===== src/rtl/morse_pkg.sv =====
// Shared types and constants for the Morse button front-end.
// Latency: n/a (package only).
// Backpressure: n/a (package only).
package morse_pkg;

    // Per-channel button state.
    typedef enum logic [1:0] {
        UP   = 2'd0,
        DOWN = 2'd1,
        HELD = 2'd2
    } btn_state_t;

    // Default timing at a 25 MHz system clock.
    localparam int CLK_HZ                  = 25_000_000;
    localparam int DEBOUNCE_CYCLES_DEFAULT = CLK_HZ / 100;  // 10 ms
    localparam int HOLD_CYCLES_DEFAULT     = CLK_HZ / 2;    // 0.5 s

    // Number of bits needed to count 0 .. value-1.
    function automatic int clog2(input int value);
        int r;
        r = 0;
        for (longint p = 1; p < longint'(value); p = p * 2) begin
            r = r + 1;
        end
        return r;
    endfunction

endpackage


===== src/rtl/button_channel.sv =====
// One button channel: synchroniser, debouncer, UP/DOWN/HELD FSM, hold and repeat timers.
// Latency: SYNC_STAGES + DEBOUNCE_CYCLES cycles from a stable raw edge to level/press/release.
// Backpressure: none; all outputs are registered strobes/levels, no handshake.
// Ports: raw_in (async pin), repeat_en/repeat_interval (sync config) in;
//        level, press/release/hold/repeat pulses and held out.
module button_channel
    import morse_pkg::*;
#(
    parameter int SYNC_STAGES     = 2,
    parameter int DEBOUNCE_CYCLES = DEBOUNCE_CYCLES_DEFAULT,
    parameter int HOLD_CYCLES     = HOLD_CYCLES_DEFAULT,
    parameter int CNT_W           = 32
) (
    input  logic             clk,
    input  logic             internal_rst_n,
    input  logic             raw_in,
    input  logic             repeat_en,
    input  logic [CNT_W-1:0] repeat_interval,
    output logic             level,
    output logic             press_pulse,
    output logic             release_pulse,
    output logic             hold_pulse,
    output logic             repeat_pulse,
    output logic             held
);

    localparam logic [CNT_W-1:0] CNT_ONE = CNT_W'(1);
    localparam logic [CNT_W-1:0] DEB_TC  = CNT_W'(DEBOUNCE_CYCLES - 1);
    localparam logic [CNT_W-1:0] HOLD_TC = CNT_W'(HOLD_CYCLES - 1);

    logic [SYNC_STAGES-1:0] sync_q, sync_d;
    logic                   level_q, level_d;
    logic [CNT_W-1:0]       dcnt_q, dcnt_d;
    logic [CNT_W-1:0]       hcnt_q, hcnt_d;
    logic [CNT_W-1:0]       rcnt_q, rcnt_d;
    btn_state_t             state_q, state_d;
    logic                   press_q, press_d;
    logic                   rel_q, rel_d;
    logic                   hold_q, hold_d;
    logic                   rpt_q, rpt_d;
    logic                   held_q, held_d;

    logic                   s;
    logic                   rise;
    logic                   fall;
    logic [CNT_W-1:0]       rep_tc;

    always_comb begin
        sync_d  = {sync_q[SYNC_STAGES-2:0], raw_in};
        s       = sync_q[SYNC_STAGES-1];
        level_d = level_q;
        rise    = 1'b0;
        fall    = 1'b0;

        // Any sample agreeing with level restarts the stability count.
        if (s == level_q) begin
            dcnt_d = '0;
        end else if (dcnt_q == DEB_TC) begin
            dcnt_d  = '0;
            level_d = s;
            rise    = s;
            fall    = ~s;
        end else begin
            dcnt_d = dcnt_q + CNT_ONE;
        end

        // An interval of 0 behaves as 1.
        rep_tc = (repeat_interval == '0) ? '0 : repeat_interval - CNT_ONE;

        state_d = state_q;
        hcnt_d  = hcnt_q;
        rcnt_d  = rcnt_q;
        press_d = 1'b0;
        rel_d   = 1'b0;
        hold_d  = 1'b0;
        rpt_d   = 1'b0;

        // A debounced fall is checked first so it masks hold/repeat terminal counts.
        case (state_q)
            UP: begin
                if (rise) begin
                    state_d = DOWN;
                    press_d = 1'b1;
                    hcnt_d  = '0;
                end
            end
            DOWN: begin
                if (fall) begin
                    state_d = UP;
                    rel_d   = 1'b1;
                    hcnt_d  = '0;
                    rcnt_d  = '0;
                end else if (hcnt_q == HOLD_TC) begin
                    state_d = HELD;
                    hold_d  = 1'b1;
                    rpt_d   = repeat_en;
                    rcnt_d  = '0;
                end else begin
                    hcnt_d = hcnt_q + CNT_ONE;
                end
            end
            HELD: begin
                if (fall) begin
                    state_d = UP;
                    rel_d   = 1'b1;
                    hcnt_d  = '0;
                    rcnt_d  = '0;
                end else if (!repeat_en) begin
                    rcnt_d = '0;
                end else if (rcnt_q >= rep_tc) begin
                    // >= lets a shortened interval fire on the next cycle instead of wrapping.
                    rpt_d  = 1'b1;
                    rcnt_d = '0;
                end else begin
                    rcnt_d = rcnt_q + CNT_ONE;
                end
            end
            default: begin
                state_d = UP;
            end
        endcase

        held_d = (state_d == HELD);
    end

    always_ff @(posedge clk or negedge internal_rst_n) begin
        if (!internal_rst_n) begin
            sync_q  <= '0;
            level_q <= 1'b0;
            dcnt_q  <= '0;
            hcnt_q  <= '0;
            rcnt_q  <= '0;
            state_q <= UP;
            press_q <= 1'b0;
            rel_q   <= 1'b0;
            hold_q  <= 1'b0;
            rpt_q   <= 1'b0;
            held_q  <= 1'b0;
        end else begin
            sync_q  <= sync_d;
            level_q <= level_d;
            dcnt_q  <= dcnt_d;
            hcnt_q  <= hcnt_d;
            rcnt_q  <= rcnt_d;
            state_q <= state_d;
            press_q <= press_d;
            rel_q   <= rel_d;
            hold_q  <= hold_d;
            rpt_q   <= rpt_d;
            held_q  <= held_d;
        end
    end

    assign level         = level_q;
    assign press_pulse   = press_q;
    assign release_pulse = rel_q;
    assign hold_pulse    = hold_q;
    assign repeat_pulse  = rpt_q;
    assign held          = held_q;

endmodule


===== src/rtl/button_conditioner_array.sv =====
// N-channel push-button conditioner: fans inputs out to independent button_channel instances.
// Latency: SYNC_STAGES + DEBOUNCE_CYCLES cycles raw edge to level/press/release; all outputs registered.
// Backpressure: none; events are single-cycle strobes with no handshake.
// Ports: raw_in/repeat_en per channel, shared repeat_interval in; per-channel level, pulses, held out.
module button_conditioner_array
    import morse_pkg::*;
#(
    parameter int N_CH            = 5,
    parameter int SYNC_STAGES     = 2,
    parameter int DEBOUNCE_CYCLES = 250_000,
    parameter int HOLD_CYCLES     = 12_500_000,
    parameter int CNT_W           = 32
) (
    input  logic             clk,
    input  logic             internal_rst_n,
    input  logic [N_CH-1:0]  raw_in,
    input  logic [N_CH-1:0]  repeat_en,
    input  logic [CNT_W-1:0] repeat_interval,
    output logic [N_CH-1:0]  level,
    output logic [N_CH-1:0]  press_pulse,
    output logic [N_CH-1:0]  release_pulse,
    output logic [N_CH-1:0]  hold_pulse,
    output logic [N_CH-1:0]  repeat_pulse,
    output logic [N_CH-1:0]  held
);

    if (SYNC_STAGES < 2) begin : g_bad_sync
        $error("SYNC_STAGES must be at least 2");
    end
    if (DEBOUNCE_CYCLES < 1) begin : g_bad_deb
        $error("DEBOUNCE_CYCLES must be at least 1");
    end
    if (HOLD_CYCLES < 2) begin : g_bad_hold
        $error("HOLD_CYCLES must be at least 2");
    end
    if (CNT_W < clog2(HOLD_CYCLES) || CNT_W < clog2(DEBOUNCE_CYCLES)) begin : g_bad_cnt
        $error("CNT_W too narrow for the configured timing");
    end

    for (genvar i = 0; i < N_CH; i++) begin : g_ch
        button_channel #(
            .SYNC_STAGES    (SYNC_STAGES),
            .DEBOUNCE_CYCLES(DEBOUNCE_CYCLES),
            .HOLD_CYCLES    (HOLD_CYCLES),
            .CNT_W          (CNT_W)
        ) u_ch (
            .clk            (clk),
            .internal_rst_n (internal_rst_n),
            .raw_in         (raw_in[i]),
            .repeat_en      (repeat_en[i]),
            .repeat_interval(repeat_interval),
            .level          (level[i]),
            .press_pulse    (press_pulse[i]),
            .release_pulse  (release_pulse[i]),
            .hold_pulse     (hold_pulse[i]),
            .repeat_pulse   (repeat_pulse[i]),
            .held           (held[i])
        );
    end

endmodule

===== config.mk =====
export PLATFORM = sky130hd
export DESIGN_NAME = button_conditioner_array
export DESIGN_NICKNAME = d
export VERILOG_FILES = /design/src/rtl/morse_pkg.sv /design/src/rtl/button_channel.sv /design/src/rtl/button_conditioner_array.sv
export SDC_FILE = /design/constraint.sdc
export NUM_CORES = 1
export LEC_CHECK = 0
export BUFFER_PORTS_ARGS = -buffer_cell sky130_fd_sc_hd__buf_2
export CAP_MARGIN = 20
export CORE_MARGIN = 2
export CORE_UTILIZATION = 43
export CTS_BUF_LIST = sky130_fd_sc_hd__clkbuf_16
export DETAILED_ROUTE_END_ITERATION = 10
export HOLD_SLACK_MARGIN = 0.06
export SYNTH_ARGS = -nofsm -noshare
export SYNTH_HDL_FRONTEND = slang
export SYNTH_SLANG_ARGS = --single-unit

===== constraint.sdc =====
create_clock -name clk -period 7 [get_ports clk]
set_input_delay 0.7 -clock clk [delete_from_list [all_inputs] [get_ports clk]]
set_output_delay 0.7 -clock clk [all_outputs]
set_load 0.05 [all_outputs]

==> results of run 1 <==
-- cell families (layout without fill, tap and decap cells) --
group           after synthesis  in the layout  share of synthesized area
simple gates               1713           1713                     0.2696
compound gates              821            821                     0.1573
flops                       530            530                     0.4076
fa+ha+maj                   197            197                    0.07575
mux                          12             12                   0.003922
xor+xnor                    188            188                    0.05060
buf+inv                     264            326                    0.03522
-- cells in the mapped netlist, types with 12 or more instances --
| cell type | number |
|---|---|
| a21o_1 | 18 |
| a21oi_1 | 151 |
| a22o_1 | 22 |
| a31oi_1 | 41 |
| a32oi_1 | 36 |
| and2_1 | 41 |
| and3_1 | 113 |
| and4_1 | 44 |
| buf_2 | 16 |
| buf_4 | 30 |
| clkbuf_1 | 106 |
| dfrtp_1 | 530 |
| ha_1 | 197 |
| inv_1 | 101 |
| nand2_1 | 349 |
| nand2b_1 | 52 |
| nand3_1 | 213 |
| nand3b_1 | 13 |
| nand4_1 | 140 |
| nor2_1 | 402 |
| nor2b_1 | 34 |
| nor3_1 | 95 |
| nor4_1 | 73 |
| nor4b_1 | 14 |
| o21a_1 | 14 |
| o21ai_0 | 324 |
| o21ai_1 | 14 |
| o22ai_1 | 12 |
| o31ai_1 | 84 |
| o41ai_1 | 23 |
| or2_2 | 14 |
| or3_1 | 59 |
| or4_1 | 20 |
| xnor2_1 | 62 |
| xor2_1 | 126 |
-- layout by cell type (no fill, tap or decap), drive strengths merged, types with 59 or more instances in the layout --
cell / synthesis / layout
or3: 59 / 59
o31ai: 84 / 84
ha: 197 / 197
xnor2: 62 / 62
a21oi: 151 / 151
nor4: 74 / 74
and3: 113 / 113
nand3: 213 / 213
nand2: 349 / 349
nor3: 96 / 96
clkbuf: 106 / 62
nand4: 141 / 141
inv: 101 / 113
nor2: 402 / 402
xor2: 126 / 126
buf: 57 / 111
o21ai: 338 / 338
dfrtp: 530 / 530
-- worst max-delay path: cells and delay by family --
kind	cells	cell delay [ns]
AND/OR/NAND/NOR	10	3.53
adder cells (fa/ha/maj)	1	0.41
XOR/XNOR	1	0.23
AO/OA/AOI/OAI	3	0.79
buffers and inverters	2	0.36
-- stage by stage --
| stage | hold slack (ns) | utilization |
|---|---|---|
| after floorplan | 0.3312 | - |
| after global routing | 0.1260 | 0.4805 |
| after CTS | 0.1136 | 0.4802 |
| final | 0.1232 | 0.4805 |
| after global placement | 0.3324 | 0.4517 |
| after detailed placement | 0.3347 | 0.4517 |
-- registers in the layout (all words and copies together) (netlist names) --
| signal | cells |
|---|---|
| g_ch.u_ch.hold_pulse | 5 |
| g_ch.u_ch.repeat_pulse | 5 |
| g_ch.u_ch.held | 5 |
| g_ch.u_ch.hcnt_q | 160 |
| g_ch.u_ch.sync_q | 10 |
| g_ch.u_ch.rcnt_q | 160 |
| g_ch.u_ch.release_pulse | 5 |
| g_ch.u_ch.state_q | 10 |
| g_ch.u_ch.dcnt_q | 160 |
| g_ch.u_ch.press_pulse | 5 |
| g_ch.u_ch.level | 5 |
-- metal layers --
layer	vias to the layer above	global-route usage	routed length (µm)
met3	123	0.02627	3682
met5	-	0	0
met2	573	0.3466	38560
met4	0	0.06465	2296
li1	13678	-	-
met1	13526	0.3021	40010
-- how the worst max path moves through the flow --
stage / start / to / slack (ns) / depth (start not counted)
4_1_cts: repeat_interval[11] / g_ch[1].u_ch.rcnt_q[27] / 1.58 / 15
6_report: repeat_interval[9] / g_ch[0].u_ch.rcnt_q[3] / 1.50 / 17
5_1_grt: repeat_interval[11] / g_ch[1].u_ch.rcnt_q[27] / 1.08 / 15
3_3_place_gp: repeat_interval[11] / g_ch[1].u_ch.rcnt_q[27] / 1.0 / 15
2_1_floorplan: repeat_interval[11] / g_ch[0].u_ch.rcnt_q[11] / 2.06 / 16
3_5_place_dp: repeat_interval[11] / g_ch[1].u_ch.rcnt_q[27] / 0.92 / 15
-- power groups by stage --
stage / sequential (µW) / combinational [µW] / clock [µW]
5_1_grt: 3080 / 294 / 3620
4_1_cts: 3080 / 262 / 3490
3_3_place_gp: 3140 / 257 / 0
6_report: 3080 / 259 / 3400
2_1_floorplan: 3140 / 111 / 0
3_5_place_dp: 3140 / 261 / 0
-- area by class of cell --
type                    instances  area share
repair buffers                111     0.01966
clock inverters                52     0.01607
inverters                     101     0.01056
multi-input cells            2931      0.5072
flip-flops and latches        530      0.3695
well taps                     969     0.03378
clock buffers                  62     0.04322
==> flow_summary_export.csv, run 1 <==
group,metric,value,unit
global_routing,grt.total_usage,0.2149,
setup_path,rrSetupSlack,2.83,ns
logic_synthesis,syn_area,0.03254,mm²
final_layout,final_area,0.03589,mm²
power_and_ir_drop,p_sw,1551,µW
global_routing,grt_overflow,0,
logic_synthesis,syn_area_per_cell,8.735,µm²
setup_path,worstPathMaxFanout,25,
drt,drtIter0Drc,2227,
logic_synthesis,ys_types,84,
final_layout,syn_to_final_growth,10.31,%
place,pre_cts_ws,0.9223,ns
final_layout,final_layout_size_suffix_gt1_frac,0.06707,
power_and_ir_drop,powerDensity,187.9,mW/mm²
die,core_area,0.07470,mm²
power_and_ir_drop,seqPwrFrac,0.457,
final_layout,num-fill-cells,7071,
drt,ant_nets,0,
timing,setup_violations,0,
clock_network,clock_latency,0.65,ns
timing,rsz0062_at_grt,"no",
final_layout,antenna_cells,0,
setup_path,critPathKind,"in2reg",
power_and_ir_drop,p_int,5193,µW
power_and_ir_drop,irDropWorstVdd,0.0001945,V
timing,tightest_slew,1.062,ns
drt,vias_per_cell,5.866,
logic_synthesis,mappedNetlistNets,3966,
timing,tns,0,ns
power_and_ir_drop,power,6744,µW
place,port_buffers,73,
drt,drtPass1Iterations,5,
logic_synthesis,synthArstFlopShare,1.000,
logic_synthesis,synth_area_leaders,"dfrtp_1 (41%), ha_1 (7.6%), o21ai_0 (5.0%), nor2_1 (4.6%), nand2_1 (4.0%)",
timing,slew_viol_final,0,
setup_path,rr_startpoint,"g_ch[2].u_ch.dcnt_q[5]",
logic_synthesis,seq_area_frac_synth,0.4076,
global_routing,grt_max_degree,153,
run_status,status,"complete, no violations",
die,die_w,279.1,µm
power_and_ir_drop,switching_share,0.2300,
clock_network,cts_inserted_buffers,61,
setup_path,worst_setup_path_end_kind,"flop",
worst_hold_path,hp-class,"in2async",
clock_network,h-tree-depth,2,
clock_network,tritoncts,"yes",
logic_synthesis,synthFlopType,"dfrtp_1",
setup_path,slowest_delay,0.58,ns
setup_path,critPathArrivalTime,6.02,ns
timing,timing.fmax,181.8,MHz
logic_synthesis,yosys.area.top_type_share,0.4076,
setup_path,r2r_cells,7,
setup_path,cp.required,7.52,ns
setup_path,r2r_end,"g_ch[2].u_ch.rcnt_q[12]",
power_and_ir_drop,comb_power_share,0.038,
place,dp_hpwl,57620,µm
setup_path,crit_chain,"buf_2 -> or4_1 -> nor4_1 -> nand4_1 -> nor3_1 -> nand2_1 -> xnor2_1 -> nand2_1 -> ha_1 -> nand4_1 -> nor4_1 -> o211ai_1 -> a21oi_1 -> or2_2 -> nor2_1 -> buf_4 -> a22o_1",
clock_network,cts-resized-gates,0,
timing,hold_viol_final,0,
die,die_h,279.1,µm
clock_network,clk_pin_slew_worst_paths,0.06,ns
flow_run,drv_cap,0,
global_routing,antenna_found_initial,0,
place,gp_congestion,0.8746,
final_layout,register_area,0.01326,mm²
power_and_ir_drop,pwr-share-clk,0.505,
final_layout,final_cell_count_no_fill,4756,
clock_network,cts_hold_buffers,0,
timing,timing.slew.headroom,0.2923,
drt,route.detailed.drc,0,
power_and_ir_drop,total_leakage_power,0.01549,µW
logic_synthesis,synth_top_area_cell,"dfrtp_1",
timing,layout_setup_ws,1.499,ns
global_routing,grt_pass1_vias,26113,
timing,min_period,5.501,ns
drt,routed_wl,84550,µm
logic_synthesis,synth-seq-cells,530,
logic_synthesis,synth_cells,3725,
die,start_util,0.4356,
setup_path,crit_path_top_delay_cell,"or4_1",
final_layout,fin_nets,3977,
timing,clock_skew,0.02401,ns
drt,via_count,27900,
place,place_inst,4641,
setup_path,startpoint_type,"input pin",
place,place_area,0.03374,mm²
logic_synthesis,ys_warn_count,0,
final_layout,multi_input_area,0.01821,mm²
clock_network,clock-sinks,530,
global_routing,grt_pass1_wl,139300,µm
die,rows,100,
logic_synthesis,synth-edff-count,0,
clock_network,cts_buffer_depth,3,
clock_network,root_buffer,"clkbuf_16",
die,io_pins,74,
die,die-area,0.07789,mm²
clock_network,cts_setup_buffers,0,
timing,finalCritPeriodShare,0.7858,
drt,wl_per_cell,17.78,µm
Note: power is estimated with default switching activity, not from simulation.
==> run 2, diff against run 1 <==
==> constraint.sdc (replaced) <==
create_clock -name clk -period 5.4 [get_ports clk]
set_input_delay 0.54 -clock clk [delete_from_list [all_inputs] [get_ports clk]]
set_output_delay 0.54 -clock clk [all_outputs]
set_load 0.05 [all_outputs]
==> run 2 against run 1 <==
Net effect:
- core utilization rose by 0.15 points
- critical path type unchanged
- highest routed layer is now met5
- combinational power grew 35%
- via count shrank 0.39%
- total power increased by 25%
- largest cell class unchanged
- non-clock buffer count up 32
==> flow_summary_export.csv, run 2 (synthesis results as in run 1) <==
group,metric,value,unit
timing,hold_viol_final,0,
timing,holdWs,0.1654,ns
setup_path,critPathKind,"in2reg",
final_layout,final_cell_count_no_fill,4782,
timing,clock_skew,0.03829,ns
die,io_pins,74,
die,die_h,279.1,µm
clock_network,clock_latency,0.64,ns
place,place_area,0.03394,mm²
setup_path,r2r_cells,7,
final_layout,syn_to_final_growth,10.65,%
timing,slew_viol_final,0,
timing,timing.fmax,201.8,MHz
worst_hold_path,min_to,"g_ch[3].u_ch.repeat_pulse",
place,gp_congestion,0.9250,
timing,timing.slew.headroom,0.2088,
setup_path,crit_chain,"buf_2 -> or4_1 -> nor4_1 -> nand4_1 -> or2_2 -> o41a_1 -> o21ai_0 -> buf_4 -> ha_1 -> a21oi_1 -> o21ai_0 -> a221oi_1 -> nand4_1 -> or2_2 -> and2_1 -> a21oi_1",
global_routing,grt.total_usage,0.2167,
final_layout,biggestRegsByFlops,"g_ch.u_ch.dcnt_q x160, g_ch.u_ch.hcnt_q x160, g_ch.u_ch.rcnt_q x160",
drt,wl_per_cell,17.71,µm
timing,tns,0,ns
final_layout,fin_nets,4009,
timing,finalCritPeriodShare,0.9178,
timing,rsz0062_at_grt,"no",
power_and_ir_drop,total_leakage_power,0.01558,µW
power_and_ir_drop,powerDensity,234.3,mW/mm²
place,port_buffers,73,
drt,ant_nets,0,
timing,layout_setup_ws,0.4441,ns
final_layout,antenna_cells,0,
final_layout,final_common_cell,"dfrtp_1",
setup_path,worst_setup_path_end_kind,"flop",
die,die_w,279.1,µm
setup_path,rr_startpoint,"g_ch[1].u_ch.hcnt_q[5]",
setup_path,crit_path_top_delay_cell,"or4_1",
setup_path,rrSetupSlack,1.69,ns
final_layout,final_layout_size_suffix_gt1_frac,0.07133,
clock_network,root_buffer,"clkbuf_16",
clock_network,cts-resized-gates,0,
setup_path,r2r_end,"g_ch[1].u_ch.rcnt_q[25]",
final_layout,final_cell_mix,"dfrtp_1 (530), nor2_1 (402), nand2_1 (349)",
clock_network,tritoncts,"yes",
global_routing,grt_pass1_wl,140200,µm
global_routing,antenna_found_initial,1,
drt,routed_wl,84710,µm
setup_path,critPathArrivalTime,5.50,ns
die,start_util,0.4356,
drt,via_count,27792,
clock_network,clock-sinks,530,
timing,tightest_slew,1.174,ns
clock_network,cts_setup_buffers,0,
place,place_inst,4666,
global_routing,grt_overflow,0,
final_layout,final_area,0.03600,mm²
clock_network,clk_pin_slew_worst_paths,0.05,ns
die,die-area,0.07789,mm²
worst_hold_path,hold_start,"repeat_en[3]",
drt,drtPass1Iterations,7,
run_status,status,"complete, no violations",
power_and_ir_drop,irDropWorstVdd,0.0003113,V
flow_run,drv_cap,0,
worst_hold_path,worstHoldPathCells,3,
clock_network,cts_inserted_buffers,61,
clock_network,h-tree-depth,2,
drt,route.detailed.drc,0,
setup_path,slowest_delay,0.59,ns
global_routing,grt_pass1_vias,26249,
die,core_area,0.07470,mm²
setup_path,startpoint_type,"input pin",
drt,drtIter0Drc,1984,
drt,vias_per_cell,5.812,
place,pre_cts_ws,-0.06179,ns
worst_hold_path,hp-class,"in2reg",
clock_network,cts_buffer_depth,3,
place,dp_hpwl,58250,µm
setup_path,worstPathMaxFanout,15,
timing,setup_violations,0,
timing,min_period,4.956,ns
die,rows,100,
setup_path,cp.required,5.94,ns
global_routing,grt_max_degree,133,
==> run 2: cell count changes in the layout (fill, tap and decap cells not counted), moves of 2 or more <==
cell	delta
clkinvlp_4	-3
bufinv_16	-5
dlygate4sd3_1	+6
buf_4	+23
buf_12	+2
clkinv_2	+2
==> run 2: layer usage <==
metal | GRT usage | wire [µm] | vias to the layer above
li1 | - | - | 13748
met2 | 0.3532 | 39130 | 554
met3 | 0.02527 | 3458 | 137
met4 | 0.07072 | 2543 | 2
met1 | 0.3001 | 39570 | 13351
met5 | 0 | 12 | -
==> run 2: how the worst max path moves through the flow <==
stage / start / endpoint / slack, ns
after CTS: repeat_interval[9] / g_ch[1].u_ch.rcnt_q[2] / 0.61
after global routing: repeat_interval[9] / g_ch[2].u_ch.rcnt_q[12] / 0.01
after global placement: repeat_interval[11] / g_ch[1].u_ch.rcnt_q[2] / 0.13
after detailed placement: repeat_interval[9] / g_ch[2].u_ch.rcnt_q[12] / -0.06
after floorplan: repeat_interval[11] / g_ch[0].u_ch.rcnt_q[11] / 0.62
final: repeat_interval[9] / g_ch[1].u_ch.rcnt_q[21] / 0.44
==> run 2: stage by stage <==
| stage | power, µW | util |
|---|---|---|
| 6_report | 8434 | 0.4820 |
| 3_3_place_gp | 4413 | 0.4544 |
| 4_1_cts | 8570 | 0.4813 |
| 2_1_floorplan | 4210 | - |
| 3_5_place_dp | 4417 | 0.4544 |
| 5_1_grt | 8786 | 0.4820 |
==> run 2: layout make-up <==
type	count	area (µm²)
clock inverters	47	419.2
repair buffers	143	1006
fillers	7092	38690
multi-input cells	2931	18200
clock buffers	61	1526
flip-flops and latches	530	13260
well taps	969	1212
inverters	101	379.1
==> run 2: critical path: cells and delay by family <==
| family | cells | cell delay (ns) |
|---|---|---|
| buffers and inverters | 2 | 0.30 |
| adders and majority gates | 1 | 0.26 |
| and+or+nand+nor | 7 | 3.02 |
| AOI/OAI and AO/OA | 6 | 1.37 |
==> run 2: what timing repair did <==
item,in CTS,in global routing
setup endpoints to repair,0,0
hold endpoints to repair,80,0
hold buffers,6,0
==> run 2: power by group <==
| part | total, µW | internal, µW | switching [µW] |
|---|---|---|---|
| sequential | 4000 | 3990 | 10.9 |
| combinational | 350 | 104 | 246 |
| clock | 4090 | 2370 | 1720 |
| total | 8430 | 6460 | 1980 |
==> run 3, diff against run 2 <==
--- a/config.mk
+++ b/config.mk
@@ -8,10 +8,11 @@
 export BUFFER_PORTS_ARGS = -buffer_cell sky130_fd_sc_hd__buf_2
 export CAP_MARGIN = 20
 export CORE_MARGIN = 2
-export CORE_UTILIZATION = 43
+export CORE_UTILIZATION = 55
 export CTS_BUF_LIST = sky130_fd_sc_hd__clkbuf_16
 export DETAILED_ROUTE_END_ITERATION = 10
 export HOLD_SLACK_MARGIN = 0.06
+export PLACE_DENSITY = 0.71
 export SYNTH_ARGS = -nofsm -noshare
 export SYNTH_HDL_FRONTEND = slang
 export SYNTH_SLANG_ARGS = --single-unit
==> run 3 against run 2 <==
Net effect:
- critical path depth unchanged
- clock skew is 0.026 ns lower
- worst hold slack worse by 0.0043 ns
- critical path type unchanged
- largest cell class unchanged
==> flow_summary_export.csv, run 3 (synthesis results as in run 1) <==
group,metric,value,unit
place,pre_cts_ws,0.02514,ns
die,die-area,0.06112,mm²
final_layout,final_layout_size_suffix_gt1_frac,0.07197,
run_status,status,"complete, no violations",
global_routing,grt_overflow,0,
setup_path,worstPathMaxFanout,17,
final_layout,syn_to_final_growth,9.713,%
clock_network,h-tree-depth,2,
global_routing,antenna_found_initial,0,
power_and_ir_drop,irDropWorstVdd,0.0002487,V
clock_network,clk_pin_slew_worst_paths,0.06,ns
clock_network,root_buffer,"clkbuf_16",
drt,routed_wl,79270,µm
final_layout,utilization,0.6072,
die,start_util,0.5534,
global_routing,grt_pass1_vias,26052,
place,place_inst,4475,
die,die_w,247.2,µm
final_layout,final_cell_mix,"dfrtp_1 (530), nor2_1 (402), nand2_1 (349)",
clock_network,clock_latency,0.62,ns
setup_path,slowest_delay,0.73,ns
drt,drtPass1Iterations,6,
timing,timing.slew.headroom,0.2795,
clock_network,cts-resized-gates,0,
die,rows,89,
final_layout,biggestRegsByFlops,"g_ch.u_ch.dcnt_q x160, g_ch.u_ch.hcnt_q x160, g_ch.u_ch.rcnt_q x160",
setup_path,crit_chain,"buf_2 -> or4_1 -> nor4_1 -> nand3_1 -> nor4_1 -> nand3b_1 -> mux2i_1 -> ha_1 -> nand4_1 -> nor3_1 -> o211ai_1 -> nand2_1 -> a31oi_2 -> nand2_1 -> buf_4 -> o31ai_1",
timing,hold_viol_final,0,
die,core_area,0.05880,mm²
global_routing,grt.total_usage,0.2605,
final_layout,fin_nets,4012,
worst_hold_path,hp-class,"in2reg",
drt,drtIter0Drc,1999,
timing,finalCritPeriodShare,0.9199,
drt,route.detailed.drc,0,
place,gp_congestion,0.9299,
drt,vias_per_cell,6.063,
final_layout,antenna_cells,0,
global_routing,grt_max_degree,138,
timing,setup_violations,0,
final_layout,final_common_cell,"dfrtp_1",
setup_path,worst_setup_path_end_kind,"flop",
clock_network,tritoncts,"yes",
global_routing,grt_pass1_wl,132000,µm
drt,ant_nets,0,
timing,timing.fmax,201.3,MHz
timing,tightest_slew,1.081,ns
timing,rsz0062_at_grt,"no",
clock_network,cts_buffer_depth,3,
setup_path,critPathKind,"in2reg",
power_and_ir_drop,power,8228,µW
power_and_ir_drop,total_leakage_power,0.01555,µW
flow_run,drv_cap,0,
die,io_pins,74,
setup_path,rrSetupSlack,1.53,ns
setup_path,critPathArrivalTime,5.48,ns
place,port_buffers,73,
place,dp_hpwl,54750,µm
clock_network,clock-sinks,530,
setup_path,cp.required,5.92,ns
timing,min_period,4.968,ns
timing,slew_viol_final,0,
die,die_h,247.2,µm
setup_path,crit_path_top_delay_cell,"a31oi_2",
clock_network,cts_inserted_buffers,60,
setup_path,startpoint_type,"input pin",
power_and_ir_drop,powerDensity,230.5,mW/mm²
drt,wl_per_cell,17.26,µm
timing,tns,0,ns
drt,via_count,27853,
timing,clock_skew,0.01273,ns
timing,layout_setup_ws,0.4325,ns
final_layout,final_cell_count_no_fill,4594,
run 3: cell types whose count changed in the layout (fill, tap and decap cells not counted):
cell / delta
clkinv_4: +1
clkinv_8: -1
inv_6: -1
clkinv_1: +7
bufinv_16: -4
buf_4: +4
clkbuf_16: +1
clkinv_2: +1
buf_16: -1
inv_1: -2
buf_6: +1
clkinvlp_4: +2
run 3: power by group:
| part | leakage (µW) | internal [µW] | switching [µW] |
|---|---|---|---|
| clock | 0.000943 | 2210 | 1680 |
| combinational | 0.00745 | 105 | 234 |
| sequential | 0.00715 | 3990 | 10.7 |
run 3: final timing paths:
check / startpoint / endpoint / cells past startpoint
worst max-delay path: repeat_interval[9] / g_ch[2].u_ch.rcnt_q[24] / 16
worst max register to register: g_ch[3].u_ch.dcnt_q[0] / g_ch[3].u_ch.hcnt_q[26] / 8
max in group asynchronous: internal_rst_n / g_ch[0].u_ch.hcnt_q[24] / 3
min in group asynchronous: internal_rst_n / g_ch[3].u_ch.state_q[0] / 2
worst min register to register: g_ch[2].u_ch.sync_q[0] / g_ch[2].u_ch.sync_q[1] / 0
worst min-delay path: repeat_en[3] / g_ch[3].u_ch.repeat_pulse / 3
run 3: stage by stage:
step                      hold WS, ns  instance area [µm²]
after floorplan                0.2444                32540
after global placement         0.3330                33730
after detailed placement       0.3370                33740
after CTS                      0.1360                35670
after global routing           0.1604                35700
final                          0.1612                35700
run 3: layout make-up:
cell class / count / area, µm²
Multi-Input combinational cell: 2931 / 18200
Inverter: 101 / 379.1
Fill cell: 5179 / 23100
Clock inverter: 50 / 321.6
Tap cell: 773 / 967.2
Clock buffer: 62 / 1551
Sequential cell: 530 / 13260
Timing Repair Buffer: 147 / 1020
run 3: routing by layer:
metal,up-vias,wire length [µm],global-route usage
met4,0,2748,0.09035
li1,13760,-,-
met5,-,0,0
met1,13320,36810,0.3648
met2,614,36240,0.4182
met3,159,3474,0.03137
run 3: worst max-delay path, delay by kind of cell:
family	cells	cell delay, ns
and+or+nand+nor	9	2.37
muxes	1	0.66
AOI/OAI and AO/OA	3	1.09
adders and majority gates	1	0.40
buffers and inverters	2	0.40
run 3: repair_timing:
action	CTS	global route
hold buffers	6	0
endpoints found under the hold margin	102	0
buffers inserted	0	0
